==> config.mk <==
export PLATFORM = sky130hd
export DESIGN_NAME = inst_fetch
export DESIGN_NICKNAME = d
export VERILOG_FILES = /design/src/rtl/inst_fetch_pkg.sv /design/src/rtl/inst_fetch_hold_reg.sv /design/src/rtl/inst_fetch.sv
export SDC_FILE = /design/constraint.sdc
export NUM_CORES = 1
export LEC_CHECK = 0
export BUFFER_PORTS_ARGS = -buffer_cell sky130_fd_sc_hd__buf_2
export CORE_AREA = 5 5 126 128
export CTS_CLUSTER_DIAMETER = 80
export DETAILED_ROUTE_END_ITERATION = 7
export DIE_AREA = 0 0 131 133
export PLACE_DENSITY_LB_ADDON = 0.05
export SYNTH_ARGS = -nofsm -noshare
export SYNTH_HDL_FRONTEND = slang
export SYNTH_SLANG_ARGS = --single-unit
==> constraint.sdc <==
create_clock -name clk -period 3.92 [get_ports clk]
set_input_delay 0.392 -clock clk [delete_from_list [all_inputs] [get_ports clk]]
set_output_delay 0.392 -clock clk [all_outputs]
set_load 0.03 [all_outputs]
==> src/rtl/inst_fetch_pkg.sv <==
// ----------------------------------------------------------------------------
// inst_fetch_pkg
//   Shared constants and types for the instruction-fetch front end.
//   RESET_PC   : byte address fetched first after reset
//   ROM_BYTES  : ROM capacity in bytes; fetches at or above it are flagged
//   INST_NOP   : value driven on inst_o whenever no instruction is valid
//   fetch_state_t : RUN (streaming from ROM) / HOLD (replaying a stalled word)
// ----------------------------------------------------------------------------
package inst_fetch_pkg;

    localparam logic [31:0] RESET_PC  = 32'h0000_0000;
    localparam int unsigned ROM_BYTES = 4096;
    localparam logic [31:0] INST_NOP  = 32'h0000_0000;

    typedef enum logic {
        RUN  = 1'b0,
        HOLD = 1'b1
    } fetch_state_t;

endpackage

==> src/rtl/inst_fetch_hold_reg.sv <==
// ----------------------------------------------------------------------------
// fetch_hold_reg
//   Capture register for an instruction that decode refused, plus the output
//   mux choosing between the held word and the live ROM response.
//   Ports:
//     clk, rst_n     : clock, asynchronous active-low reset
//     i_capture      : latch i_rom_inst/i_resp_pc into the hold register
//     i_clear        : discard the held word (redirect)
//     i_hold_sel     : present the held word instead of the ROM response
//     i_squash       : force the output invalid this cycle
//     i_resp_ok      : the ROM response is tagged valid
//     i_resp_pc      : byte address of the word on i_rom_inst
//     i_rom_inst     : ROM read data
//     o_pc / o_inst  : selected pc/instruction, zero when not valid
//     o_valid        : o_pc/o_inst meaningful this cycle
// ----------------------------------------------------------------------------
module fetch_hold_reg
    import inst_fetch_pkg::*;
(
    input  logic        clk,
    input  logic        rst_n,
    input  logic        i_capture,
    input  logic        i_clear,
    input  logic        i_hold_sel,
    input  logic        i_squash,
    input  logic        i_resp_ok,
    input  logic [31:0] i_resp_pc,
    input  logic [31:0] i_rom_inst,
    output logic [31:0] o_pc,
    output logic [31:0] o_inst,
    output logic        o_valid
);

    logic [31:0] r_hold_inst;
    logic [31:0] r_hold_pc;
    logic        w_valid;

    always_ff @(posedge clk or negedge rst_n) begin
        if (!rst_n) begin
            r_hold_inst <= '0;
            r_hold_pc   <= '0;
        end else if (i_clear) begin
            r_hold_inst <= '0;
            r_hold_pc   <= '0;
        end else if (i_capture) begin
            r_hold_inst <= i_rom_inst;
            r_hold_pc   <= i_resp_pc;
        end
    end

    always_comb begin
        w_valid = !i_squash && (i_hold_sel || i_resp_ok);
        o_valid = w_valid;
        o_pc    = '0;
        o_inst  = INST_NOP;
        if (w_valid) begin
            o_pc   = i_hold_sel ? r_hold_pc   : i_resp_pc;
            o_inst = i_hold_sel ? r_hold_inst : i_rom_inst;
        end
    end

endmodule

==> src/rtl/inst_fetch.sv <==
// ----------------------------------------------------------------------------
// inst_fetch
//   Instruction-fetch front end. Drives the word address of an external
//   registered-output instruction ROM and turns its responses into a
//   pc/inst/valid stream for decode, with stall back-pressure and branch
//   redirect. A word that arrives while decode stalls is parked in a hold
//   register so it is neither lost nor re-fetched.
//   Ports:
//     clk, rst_n    : clock, asynchronous active-low reset
//     stall         : decode not accepting inst_o this cycle
//     redirect      : squash current word, refetch from redirect_pc
//     redirect_pc   : target byte address (bits [1:0] ignored)
//     rom_addr      : ROM word index for the next read
//     rom_inst      : ROM data for the address presented on the previous edge
//     pc_o, inst_o  : byte address and instruction (zero when not valid)
//     inst_valid    : pc_o/inst_o meaningful
//     inst_err      : valid word fetched at or above ROM_BYTES
// ----------------------------------------------------------------------------
module inst_fetch #(
    parameter logic [31:0] RESET_PC  = inst_fetch_pkg::RESET_PC,
    parameter int unsigned ROM_BYTES = inst_fetch_pkg::ROM_BYTES
) (
    input  logic        clk,
    input  logic        rst_n,
    input  logic        stall,
    input  logic        redirect,
    input  logic [31:0] redirect_pc,
    output logic [31:0] rom_addr,
    input  logic [31:0] rom_inst,
    output logic [31:0] pc_o,
    output logic [31:0] inst_o,
    output logic        inst_valid,
    output logic        inst_err
);

    import inst_fetch_pkg::*;

    fetch_state_t r_state;
    fetch_state_t w_state_nxt;

    logic [31:0] r_fetch_pc;
    logic [31:0] r_resp_pc;
    logic        r_resp_ok;

    logic [31:0] w_target;
    logic [31:0] w_pc;
    logic [31:0] w_inst;
    logic        w_valid;
    logic        w_hold_sel;
    logic        w_capture;
    logic        w_advance;
    logic        w_unused_rpc_lsb;

    // Word alignment: the byte offset of a branch target is dropped.
    assign w_target         = {redirect_pc[31:2], 2'b00};
    assign w_unused_rpc_lsb = ^redirect_pc[1:0];

    // The ROM registers this address on the coming edge, so the word it
    // returns next cycle belongs to whatever resp_pc is loaded with.
    assign rom_addr = {2'b00, (redirect ? w_target[31:2] : r_fetch_pc[31:2])};

    // ---------------- FSM: state register ----------------
    always_ff @(posedge clk or negedge rst_n) begin
        if (!rst_n) begin
            r_state <= RUN;
        end else begin
            r_state <= w_state_nxt;
        end
    end

    // ---------------- FSM: next state ----------------
    always_comb begin
        w_state_nxt = r_state;
        if (redirect) begin
            w_state_nxt = RUN;
        end else if (r_state == RUN) begin
            if (stall && w_valid) begin
                w_state_nxt = HOLD;
            end
        end else begin
            if (!stall) begin
                w_state_nxt = RUN;
            end
        end
    end

    // ---------------- FSM: outputs / datapath controls ----------------
    // Advancing means the word on the output is consumed (or there was none),
    // so the next sequential address can be requested.
    always_comb begin
        w_hold_sel = (r_state == HOLD);
        w_capture  = 1'b0;
        w_advance  = 1'b0;
        if (!redirect) begin
            if (r_state == RUN) begin
                w_capture = stall && w_valid;
                w_advance = !(stall && w_valid);
            end else begin
                w_advance = !stall;
            end
        end
    end

    // In HOLD with stall nothing moves: the ROM keeps re-reading fetch_pc, and
    // resp_pc already equals fetch_pc, so on release the live response is
    // exactly the next word in sequence.
    always_ff @(posedge clk or negedge rst_n) begin
        if (!rst_n) begin
            r_fetch_pc <= RESET_PC;
            r_resp_pc  <= '0;
            r_resp_ok  <= 1'b0;
        end else if (redirect) begin
            r_fetch_pc <= w_target + 32'd4;
            r_resp_pc  <= w_target;
            r_resp_ok  <= 1'b1;
        end else if (w_advance) begin
            r_fetch_pc <= r_fetch_pc + 32'd4;
            r_resp_pc  <= r_fetch_pc;
            r_resp_ok  <= 1'b1;
        end else if (w_capture) begin
            r_resp_pc  <= r_fetch_pc;
            r_resp_ok  <= 1'b1;
        end
    end

    fetch_hold_reg u_hold (
        .clk        (clk),
        .rst_n      (rst_n),
        .i_capture  (w_capture),
        .i_clear    (redirect),
        .i_hold_sel (w_hold_sel),
        .i_squash   (redirect),
        .i_resp_ok  (r_resp_ok),
        .i_resp_pc  (r_resp_pc),
        .i_rom_inst (rom_inst),
        .o_pc       (w_pc),
        .o_inst     (w_inst),
        .o_valid    (w_valid)
    );

    assign pc_o       = w_pc;
    assign inst_o     = w_inst;
    assign inst_valid = w_valid;
    assign inst_err   = w_valid && (w_pc >= ROM_BYTES);

endmodule
======== After elaboration in Yosys (flattened, before gate mapping) ========
Cells that the tools add are included.
operators by class
  mux-type cells .......................... 25
  $add $sub $neg .......................... 2
  reductions and logical operators ........ 10
  magnitude comparators ................... 1
operator list
  cell                                                                  count
  2-to-1 mux 32 bit                                                     13
  adder 32 x 3 -> 32 bit (second input constant)                        2
  greater-or-equal comparator 32 x 13 -> 1 bit (second input constant)  1
  2-to-1 mux 30 bit                                                     1
  2-to-1 mux 1 bit                                                      11
  nonzero test 2 bit                                                    2
  logical AND 1 bit                                                     3
  zero test 1 bit                                                       3
  nonzero test 3 bit                                                    1
  logical OR 1 bit                                                      1
word-level totals
  input port bits ......................... 68
  flip-flop bits (word level) ............. 130
  word-level logic and storage cells ...... 44
  output and inout bits ................... 98

======== Longest topological paths before layout ========
  word-level depth ........................ 8
  depth in mapped cells ................... 11
  depth with buffers taken out ............ 7

======== Hierarchy ========
A second synthesis with hierarchy kept.
second synthesis, totals
  cells, all modules ...................... 809
  area total of the unflattened synthesis .. 7,492.2 µm²
modules (own cells, without submodules)
  module          times used  seq. area each (µm²)  cells an instance  area each (µm²)
  fetch_hold_reg  1           1,601.5               428                3,953.8
  inst_fetch      1           1,551.5               381                3,538.4

======== Worst setup path before layout ========
OpenSTA, ideal clock, no wires.
  path kind ............................... input to register
  start point ............................. input redirect
  end point ............................... register r_fetch_pc[28]
  path buffers ............................ 3
  setup time .............................. 95 ps
  stages on the path ...................... 10
  data required time ...................... 3,825 ps
  arrival ................................. 2,574 ps
  setup slack ............................. 1,251 ps
  cells stage by stage .................... buf_6 -> buf_6 -> buf_2 -> mux2_2 -> ha_1 -> nand4b_1 -> a22oi_1 -> nand3_1 -> o31a_1 -> o31ai_1
on the way
  word-level cells in the longest chain between the ends .. 7
  elaborated cells on any way between the ends .. 8
  those cells by class .................... mux (3); reduce/logical (5)
RTL lines
  item                                 RTL line                   source
  start, declared                      inst_fetch.sv:26           input logic redirect,
  zero test 1 bit                      inst_fetch_hold_reg.sv:52  w_valid = !i_squash && (i_hold_sel || i_resp_ok);
  logical AND 1 bit                    inst_fetch_hold_reg.sv:52
  logical AND 1 bit                    inst_fetch.sv:97           w_advance = !(stall && w_valid);
  zero test 1 bit                      inst_fetch.sv:97
  2-to-1 mux 1 bit                     inst_fetch.sv:95           if (r_state == RUN) begin
  2-to-1 mux 1 bit                     inst_fetch.sv:94           if (!redirect) begin
  nonzero test 2 bit (no source line)  n/a
  end signal, assigned                 inst_fetch.sv:113          r_fetch_pc <= w_target + 32'd4;
  end signal, assigned                 inst_fetch.sv:117          r_fetch_pc <= r_fetch_pc + 32'd4;
  end, declared                        inst_fetch.sv:41           logic [31:0] r_fetch_pc;
Several ways; a longest one is shown, not always the timed one.
A chain may end at the register's enable or synchronous reset.

======== Worst setup path after layout ========
  start point ............................. register r_state
  end point ............................... output inst_err
on the way
  word-level cells in the longest chain between the ends .. 5
  elaborated cells on any way between the ends .. 6
  those cells by class .................... order compare (1); mux (2); reduce/logical (3)
RTL lines
  item                                          RTL line                   source
  start, declared                               inst_fetch.sv:38           fetch_state_t r_state;
  start signal, assigned                        inst_fetch.sv:67           r_state <= w_state_nxt;
  logical OR 1 bit                              inst_fetch_hold_reg.sv:52
  logical AND 1 bit                             inst_fetch_hold_reg.sv:52
  2-to-1 mux 32 bit                             inst_fetch_hold_reg.sv:56  if (w_valid) begin
  greater-or-equal comparator 32 x 13 -> 1 bit  inst_fetch.sv:144          assign inst_err = w_valid && (w_pc >= ROM_BYTES);
  logical AND 1 bit (*)                         inst_fetch.sv:144
  end, declared                                 inst_fetch.sv:33           output logic inst_err
Every way passes the cells marked *; elsewhere a longest branch is shown, timed or not.

==> impl_metrics.json <==
{
  "grt_max_degree": 81,
  "n_fill_cell": 1366,
  "path_clk_slew_ns": 0.05,
  "antennaDiodeCount": 0,
  "post-route-util": 0.583,
  "path_cells": "buf_4 > a22oi_1 > nor2_1 > nor3_1 > a41oi_1 > buf_2",
  "mostFrequentLayoutCells": "buf_2 (157), dfrtp_1 (123), nor2_1 (104)",
  "drt_first_pass_iters": 5,
  "die_area_mm2": 0.0174,
  "coreArea_mm2": 0.0148,
  "worstPathMaxFanout": 69,
  "final_nets": 1002,
  "grt_pass1_wl_um": 29500,
  "cp_num_buf_inv": 2,
  "p_leak_nw": 3.98,
  "ant_nets": 0,
  "drv_slew": 0,
  "crit_path_end_kind": "output pin",
  "antenna_found_initial": 0,
  "clock_sinks": 124,
  "synth_area_mm2": 0.00713,
  "tns_ns": 0,
  "period_share": 0.816,
  "required_ns": 3.53,
  "ys_seq_area_frac": 0.435,
  "cpPeakStageDelay_ns": 0.85,
  "cp_top_family": "buffers and inverters",
  "io_buffers": 159,
  "syn_inst": 796,
  "cts_resized": 0,
  "clock.fmax_mhz": 312,
  "cts_buffers": 17,
  "cts_htree_levels": 4,
  "cts_setup_buffers": 0,
  "grt_use_total": 0.210,
  "regArea_mm2": 0.00311,
  "status": "finished clean",
  "place_inst": 1102,
  "clk_latency_ns": 0.41,
  "synth_ff_type": "dfrtp_1",
  "peakVddDrop_uv": 258,
  "stdcell_count": 1134,
  "async_flop_share": 1.00,
  "row_count": 45,
  "gp_congestion": 0.840,
  "synth.distinct_cells": 52,
  "synthTopCellsByArea": "dfrtp_1 (44%), mux2i_1 (11%), nor2_1 (5.5%)",
  "ys_ff_latch": 124,
  "die_w_um": 131,
  "dp_hpwl_um": 12900,
  "crit_slowest_cell": "buf_4",
  "hold_buffers": 0,
  "power.density_mw_per_mm2": 456,
  "wire_per_inst_um": 16.1,
  "slew_headroom": 0.237,
  "crit_arrival_ns": 2.81,
  "yosysTopAreaCellShare": 0.435,
  "fin_skew_ns": 0.00873,
  "synth_edf_count": 0,
  "cts_tree": "done",
  "postSynthAreaPerCell_um2": 8.95,
  "min_period_ns": 3.20,
  "power.total_mw": 3.92,
  "die_h_um": 133,
  "setup_viol": 0,
  "drc": 0,
  "clk_path_buf_depth": 2,
  "viasPerCell": 5.37,
  "max_slew.worst_pin.slew_ns": 1.14,
  "layout-drive-gt1-share": 0.251,
  "layout_commonest_cell": "buf_2",
  "drtIter0Drc": 317,
  "hold_path.class": "input port to asynchronous set/reset pin",
  "rsz0062_at_grt": "no",
  "yosys.area.top_type": "dfrtp_1",
  "yosysWarnings": 0,
  "pin_count": 166,
  "critPathLaunchType": "register",
  "drt-total-wl_um": 18300,
  "initial_core_util": 0.483,
  "cts_root_buf": "clkbuf_16",
  "area_growth_syn_to_layout_pct": 20.7,
  "overflow": 0,
  "vias": 6087,
  "cap_viol_max_count": 0,
  "hold_viol_final": 0,
  "grt_pass1_vias": 5840,
  "critPathKind": "register to output pin",
  "hold_ws_ns": 0.163,
  "multi_input_area_mm2": 0.00367
}
[worst reg2reg max path: stages (launching register included)]
cell	delay, ns
dfrtp_4	0.50
o21bai_4	0.47
inv_1	0.19
nand2_2	0.19
inv_1	0.06
buf_4	0.24
nand2_1	0.48
buf_4	0.33
nor2_1	0.07
a21oi_1	0.12
[layout make-up]
cell class / count / share of cell area
Clock buffer: 22 / 0.0574
Clock inverter: 10 / 0.0103
Inverter: 26 / 0.0113
Multi-Input combinational cell: 592 / 0.427
Sequential cell: 124 / 0.361
Tap cell: 188 / 0.0273
Timing Repair Buffer: 172 / 0.106
[per-stage QoR]
step	worst slack [ns]	cell area (um2)
finish	0.720	8600
global route	0.623	8600
CTS	0.729	8600
detailed placement	1.14	8020
global placement	1.18	8020
floorplan	1.25	7140
[layer usage]
layer  vias up  wire length (um)  track usage
met4         0               236       0.0600
li1       3006                 -            -
met1      2854              8650        0.308
met3        21              1140       0.0420
met2       206              8240        0.315
met5         -                 0            0
[power by group]
group | switching, mW | total, mW | leakage (nW) | internal (mW)
sequential | 0.125 | 1.55 | 1.55 | 1.43
combinational | 0.569 | 0.863 | 2.16 | 0.294
clock | 0.555 | 1.51 | 0.280 | 0.951
[logic make-up (layout without fill, tap and decap cells)]
family                     Yosys count  in the layout  share of synthesized area
AOI/OAI and AO/OA                  150            150                      0.128
xor gates and xnor gates            13             13                     0.0160
other                                1              4                   0.000526
buffers and inverters               83            230                     0.0532
adders and majority gates            1              1                    0.00176
muxes                               96             96                      0.138
DFF                                124            124                      0.435
and+or+nand+nor                    328            328                      0.227
[worst paths after layout]
check                                    start                endpoint  slack, ns  cells after the start
worst max-delay path                   r_state                inst_err       0.72                      6
worst min-delay path                     rst_n    u_hold.r_hold_pc[25]       0.16                      1
worst max register to register         r_state           r_resp_pc[20]       1.22                      9
worst min register to register  r_fetch_pc[27]          r_fetch_pc[27]       0.48                      2
max in group asynchronous                rst_n  u_hold.r_hold_inst[17]       2.85                      2
min in group clk                  rom_inst[24]  u_hold.r_hold_inst[24]       0.20                      3
[synth_stat cells, drive strengths merged, types with 3 or more instances]
cell    instances
nor2          106
nand3b          5
dfrtp         124
and3            3
nand3          12
nand2          96
o31a            4
inv            26
clkbuf         27
a31oi           5
nand4          12
mux2           16
buf            30
nand2b         63
o21ai          69
mux2i          80
nand4b          6
a22oi           9
nor4           11
a21oi          42
nor3            8
o31ai          11
xnor2          13
[flip-flops by register name, summed over array words and instances, names as in the netlist]
name and cells:
r_resp_pc 30, u_hold.r_hold_pc 30, r_state 1, r_fetch_pc 30
u_hold.r_hold_inst 32, r_resp_ok 1
Note: power is estimated with default switching activity, not from simulation.
